$ cat src/rtl/regfile_pkg.sv
// Shared sizing and source encoding for the integer register-file write side.
package regfile_pkg;
  localparam int NREGS        = 32;
  localparam int ADDR_W       = $clog2(NREGS);
  localparam int STARVE_LIMIT = 3;

  typedef enum logic [1:0] {WB_NONE, WB_ALU, WB_LSU} wb_src_e;
endpackage

$ cat src/rtl/wb_scoreboard.sv
// Pending-write scoreboard: one busy bit per register, register 0 never busy.
// A set and a clear of the same register on one edge leave the bit set.
module wb_scoreboard
  import regfile_pkg::*;
#(
  parameter int SB_NREGS  = NREGS,
  parameter int SB_ADDR_W = ADDR_W
) (
  input  logic                 clk,
  input  logic                 rst,
  input  logic                 i_set,
  input  logic [SB_ADDR_W-1:0] i_set_rd,
  input  logic                 i_clr,
  input  logic [SB_ADDR_W-1:0] i_clr_rd,
  input  logic [SB_ADDR_W-1:0] i_q1_rd,
  input  logic [SB_ADDR_W-1:0] i_q2_rd,
  input  logic [SB_ADDR_W-1:0] i_iq_rd,
  output logic                 o_q1_busy,
  output logic                 o_q2_busy,
  output logic                 o_iq_busy
);
  logic [SB_NREGS-1:0] r_busy;

  always_ff @(posedge clk or posedge rst) begin
    if (rst) begin
      r_busy <= '0;
    end else begin
      for (int i = 1; i < SB_NREGS; i++) begin
        if (i_set && i_set_rd == SB_ADDR_W'(i))
          r_busy[i] <= 1'b1;
        else if (i_clr && i_clr_rd == SB_ADDR_W'(i))
          r_busy[i] <= 1'b0;
      end
    end
  end

  assign o_q1_busy = r_busy[i_q1_rd];
  assign o_q2_busy = r_busy[i_q2_rd];
  assign o_iq_busy = r_busy[i_iq_rd];
endmodule

$ cat src/rtl/regfile_writeback.sv
// Register-file write front end: LSU/ALU arbitration with ALU starvation guard,
// one-cycle write register, and hazard scoreboard. Define WB_FORWARD_EN to forward rf_data.
module regfile_writeback
  import regfile_pkg::*;
#(
  parameter int WB_NREGS        = NREGS,
  parameter int WB_ADDR_W       = ADDR_W,
  parameter int WB_STARVE_LIMIT = STARVE_LIMIT
) (
  input  logic                 clk,
  input  logic                 rst,
  input  logic                 i_issue_valid,
  input  logic [WB_ADDR_W-1:0] i_issue_rd,
  output logic                 o_issue_ready,
  input  logic                 i_alu_valid,
  output logic                 o_alu_ready,
  input  logic [WB_ADDR_W-1:0] i_alu_rd,
  input  logic [31:0]          i_alu_data,
  input  logic                 i_lsu_valid,
  output logic                 o_lsu_ready,
  input  logic [WB_ADDR_W-1:0] i_lsu_rd,
  input  logic [31:0]          i_lsu_data,
  output logic                 o_rf_we,
  output logic [WB_ADDR_W-1:0] o_rf_rd,
  output logic [31:0]          o_rf_data,
  input  logic [WB_ADDR_W-1:0] i_rs1,
  input  logic [WB_ADDR_W-1:0] i_rs2,
  output logic                 o_rs1_busy,
  output logic                 o_rs2_busy,
  output logic                 o_rs1_fwd,
  output logic                 o_rs2_fwd
);
  localparam int CNT_W = (WB_STARVE_LIMIT > 1) ? $clog2(WB_STARVE_LIMIT + 1) : 1;

  logic [CNT_W-1:0]     r_cnt;
  logic                 r_we;
  logic [WB_ADDR_W-1:0] r_rd;
  logic [31:0]          r_data;

  wb_src_e              w_src;
  logic                 w_starve;
  logic [WB_ADDR_W-1:0] w_rd;
  logic [31:0]          w_data;
  logic                 w_q1_busy, w_q2_busy, w_iq_busy;
  logic                 w_rs1_fwd, w_rs2_fwd;

  // ALU wins only once the LSU has taken STARVE_LIMIT grants in a row over it.
  assign w_starve = i_alu_valid && i_lsu_valid && (r_cnt == CNT_W'(WB_STARVE_LIMIT));

  always_comb begin
    w_src  = WB_NONE;
    w_rd   = i_alu_rd;
    w_data = i_alu_data;
    if (i_lsu_valid && !w_starve) begin
      w_src  = WB_LSU;
      w_rd   = i_lsu_rd;
      w_data = i_lsu_data;
    end else if (i_alu_valid) begin
      w_src  = WB_ALU;
    end
  end

  assign o_alu_ready = (w_src == WB_ALU);
  assign o_lsu_ready = (w_src == WB_LSU);

  always_ff @(posedge clk or posedge rst) begin
    if (rst) begin
      r_cnt <= '0;
    end else if (!i_alu_valid || w_src == WB_ALU) begin
      r_cnt <= '0;
    end else if (w_src == WB_LSU && r_cnt != CNT_W'(WB_STARVE_LIMIT)) begin
      r_cnt <= r_cnt + 1'b1;
    end
  end

  // rd=0 results are consumed but never reach the register file.
  always_ff @(posedge clk or posedge rst) begin
    if (rst) begin
      r_we   <= 1'b0;
      r_rd   <= '0;
      r_data <= '0;
    end else if (w_src != WB_NONE) begin
      r_we   <= (w_rd != '0);
      r_rd   <= w_rd;
      r_data <= w_data;
    end else begin
      r_we   <= 1'b0;
    end
  end

  assign o_rf_we   = r_we;
  assign o_rf_rd   = r_rd;
  assign o_rf_data = r_data;

`ifdef WB_FORWARD_EN
  assign w_rs1_fwd     = r_we && (r_rd == i_rs1) && (i_rs1 != '0);
  assign w_rs2_fwd     = r_we && (r_rd == i_rs2) && (i_rs2 != '0);
  assign o_issue_ready = !w_iq_busy;
`else
  assign w_rs1_fwd     = 1'b0;
  assign w_rs2_fwd     = 1'b0;
  // Without forwarding, a register being written this cycle cannot be re-issued yet.
  assign o_issue_ready = !w_iq_busy && !(r_we && (r_rd == i_issue_rd));
`endif

  wb_scoreboard #(.SB_NREGS(WB_NREGS), .SB_ADDR_W(WB_ADDR_W)) u_sb (
    .clk       (clk),
    .rst       (rst),
    .i_set     (i_issue_valid && o_issue_ready),
    .i_set_rd  (i_issue_rd),
    .i_clr     (r_we),
    .i_clr_rd  (r_rd),
    .i_q1_rd   (i_rs1),
    .i_q2_rd   (i_rs2),
    .i_iq_rd   (i_issue_rd),
    .o_q1_busy (w_q1_busy),
    .o_q2_busy (w_q2_busy),
    .o_iq_busy (w_iq_busy)
  );

  assign o_rs1_fwd  = w_rs1_fwd;
  assign o_rs2_fwd  = w_rs2_fwd;
  assign o_rs1_busy = w_q1_busy && !w_rs1_fwd;
  assign o_rs2_busy = w_q2_busy && !w_rs2_fwd;
endmodule

$ cat config.mk
export PLATFORM = sky130hd
export DESIGN_NAME = regfile_writeback
export DESIGN_NICKNAME = d
export VERILOG_FILES = /design/src/rtl/regfile_pkg.sv /design/src/rtl/wb_scoreboard.sv /design/src/rtl/regfile_writeback.sv
export SDC_FILE = /design/constraint.sdc
export NUM_CORES = 1
export LEC_CHECK = 0
export ABC_AREA = 1
export CAP_MARGIN = 20
export CORE_MARGIN = 5
export CORE_UTILIZATION = 32
export CTS_BUF_LIST = sky130_fd_sc_hd__clkbuf_4 sky130_fd_sc_hd__clkbuf_8
export DETAILED_ROUTE_END_ITERATION = 10
export SYNTH_ARGS = -nofsm -noshare
export SYNTH_HDL_FRONTEND = slang
export SYNTH_SLANG_ARGS = --single-unit
export TNS_END_PERCENT = 20
$ cat constraint.sdc
create_clock -name clk -period 8.1 [get_ports clk]
set_clock_uncertainty 0.2 [all_clocks]
set_input_delay 2.43 -clock clk [delete_from_list [all_inputs] [get_ports clk]]
set_output_delay 2.43 -clock clk [all_outputs]
set_load 0.01 [all_outputs]
==> qor.yml <==
yosys:
  synth_top_family_by_area: "simple AND/OR/NAND/NOR gates"
  synth.avg_cell_area_um2: 6.82
  synth-simple-area-share_pct: 38.6
  synthesis.area_um2: 4400
  synth_compound_area_share_pct: 11.7
  synth-seq-cells: 71
  synth_xor_area_share_pct: 0.199
  synth_top_area_share_pct: 40.4
  synthDistinctLibCells: 31
  yosysSeqAreaShare_pct: 40.4
  yosys_warnings: 1
  synth_area_leaders: "dfrtp_1, nand2_1, o21ai_0, nand3_1, nor2_1"
  syn_inst: 646
  synth_area_leader_cell: "dfrtp_1"
  synthAdderAreaFrac_pct: 0.284
  synthMuxAreaShare_pct: 1.14
global_routing:
  grt_pass1_vias: 4782
  grtUsageTotal_pct: 20.3
  grt_pass1_wl_mm: 26.1
  antenna_found_initial: 0
  grt_max_degree: 72
  grt.overflow.total: 0
clock_tree:
  cts.reportedPaths.clkPinSlew_ns: 0.08
  cts_max_level: 3
  post_cts_resized: 0
  numCtsBuffers: 9
  cts_tree: "built"
  clkLatencyLatePin_ns: 0.36
  cts_sinks: 71
  cts_buffer_depth: 2
  post_cts_buffers: 0
  ctsHoldBuffers: 0
  cts-root-buf: "clkbuf_8"
hold_path:
  hp-start: "r_cnt[0]"
  worstHoldEndpoint: "r_cnt[0]"
  hold_path_class: "register to register"
  hold_depth: 1
drt:
  wire_per_inst_um: 17.3
  dr.pass1.iters: 5
  drtIter0Drc: 277
  routed_wl_mm: 16.5
  postRouteAntennaNets: 0
  via_count: 4851
  avgViaCountPerCell: 5.10
  drc_errors: 0
timing:
  fin_crit_ns: 7.72
  setup_ws_ns: 0.377
  fin_crit_sh_pct: 95.3
  finalSetupTns_ns: 0
  max-slew-margin-rel_pct: 24.3
  whs_ns: 0.245
  worst_slew_pin_slew_ns: 1.13
  hold_violations: 0
  drv_slew: 0
  max_freq_ghz: 0.129
  rsz0062_at_grt: "false"
  finalSetupViolations: 0
die:
  die_w_um: 127
  fp-row-count: 42
  die_area_um2: 16200
  core_um2: 13300
  io_pins: 139
  die_y_um: 127
  initial_utilization_pct: 33.0
setup_path:
  worst_setup_path_end_kind: "output port"
  reg2reg_from: "u_sb.r_busy[8]"
  cp.required_ns: 5.47
  regToRegSetupSlack_ns: 6.01
  cp_common_cell: "nand2_1"
  critPathSlowestCell: "clkdlybuf4s50_1"
  worstRegToRegCells: 11
  cp_max_fo: 32
  rr_endpoint: "u_sb.r_busy[29]"
  worstPathArrival_ns: 5.09
  path_class: "input pin to output port"
  startpoint_type: "input pin"
  path_cells: "clkdlybuf4s50_1, buf_4, nor2_2, nand2_1, nand3_1, nand2_1, nand2_1, nor2_1, nor2_1, nor2_4, and2_1, clkdlybuf4s50_1"
  crit_path_max_incr_delay_ns: 0.55
placed_design:
  io_buffers: 136
  gp_congestion: 0.962
  dp_slack_ns: 0.383
  hpwl_mm: 12.3
  dp_cells: 936
pwr:
  peakVddDrop_mv: 0.0819
  p_leak_nw: 2.72
  power_density_nw_per_um2: 212
finish:
  final_cell_mix: "nand2_1, clkdlybuf4s50_1, dfrtp_1"
  layout_commonest_cell: "nand2_1"
  post-route-util_pct: 45.8
  area_growth_pct: 38.9
  nets: 866
  diodes: 0
  final_cells: 952
  drive_above_1_share_pct: 4.77
  nFillCells: 1392
run_status:
  status: "complete, no violations"
job:
  max_cap_violations: 0
[cell families (layout without fill, tap and decap cells)]
logic type | count (synthesis) | in the layout
AND/OR/NAND/NOR | 404 | 404
AO/OA/AOI/OAI | 92 | 92
flip-flops | 71 | 71
buffers and inverters | 71 | 200
multiplexers | 5 | 5
adder cells (fa/ha/maj) | 1 | 1
other | 1 | 2
XOR/XNOR | 1 | 1
[critical path, delay by kind of cell]
kind / cells / cell delay [ns]
buffers and inverters: 3 / 1.34
and+or+nand+nor: 9 / 1.31
[stage by stage]
step           power, mW  instance area, µm²
6_report            1.30                6120
5_1_grt             1.38                6120
4_1_cts             1.31                6120
3_5_place_dp       0.968                5880
3_3_place_gp       0.965                5880
2_1_floorplan      0.739                4410
[worst max path at each step]
stage | startpoint | end | slack (ns)
after global routing | i_issue_rd[0] | o_issue_ready | 0.22
after floorplan | i_rs2[0] | o_rs2_busy | 1.98
after detailed placement | i_issue_rd[0] | o_issue_ready | 0.38
after CTS | i_issue_rd[0] | o_issue_ready | 0.39
after global placement | i_issue_rd[0] | o_issue_ready | 0.45
final | i_issue_rd[0] | o_issue_ready | 0.38
[synth_stat cells]
master    number
a21oi_1        5
a31oi_1        1
and2_1         1
and3_1         1
buf_2          9
buf_4          5
buf_6          5
clkbuf_1      15
clkinv_1       1
conb_1         1
dfrtp_1       71
ha_1           1
inv_1         33
inv_2          3
mux2i_1        5
nand2_1      239
nand2_2        1
nand3_1       51
nand4_1       31
nor2_1        60
nor2_2         1
nor2_4         1
nor3_1        17
nor3b_1        1
o211ai_1       5
o21ai_0       68
o21ai_1        1
o21ai_2        1
o221ai_1      10
o22ai_1        1
xor2_1         1
[where the power goes]
part / switching [mW] / internal, mW / leakage (nW)
clock: 0.141 / 0.195 / 0.117
combinational: 0.196 / 0.170 / 1.75
sequential: 0.154 / 0.442 / 0.849
total: 0.491 / 0.807 / 2.72
[state kept, by name, indices dropped and copies added, names as in the netlist]
register	count
o_rf_data	32
u_sb.r_busy	31
o_rf_rd	5
r_cnt	2
o_rf_we	1
[final cells by class]
| type | count | area (µm²) | area share [%] |
|---|---|---|---|
| Multi-Input combinational cell | 505 | 2300 | 37.6 |
| Sequential cell | 71 | 1780 | 29.1 |
| Timing Repair Buffer | 147 | 1440 | 23.6 |
| Tap cell | 176 | 220 | 3.60 |
| Clock buffer | 12 | 159 | 2.60 |
| Inverter | 37 | 139 | 2.27 |
| Clock inverter | 4 | 76.3 | 1.25 |
[layer usage]
| layer | routed length [µm] | up-vias | track usage [%] | share of wire [%] |
|---|---|---|---|---|
| met3 | 1600 | 33 | 6.93 | 9.7 |
| met4 | 385 | 0 | 6.37 | 2.3 |
| met2 | 7410 | 227 | 32.2 | 45 |
| li1 | - | 2385 | - | - |
| met5 | 0 | - | 0 | 0 |
| met1 | 7110 | 2206 | 26.1 | 43 |
Note: power is estimated with default switching activity, not from simulation.
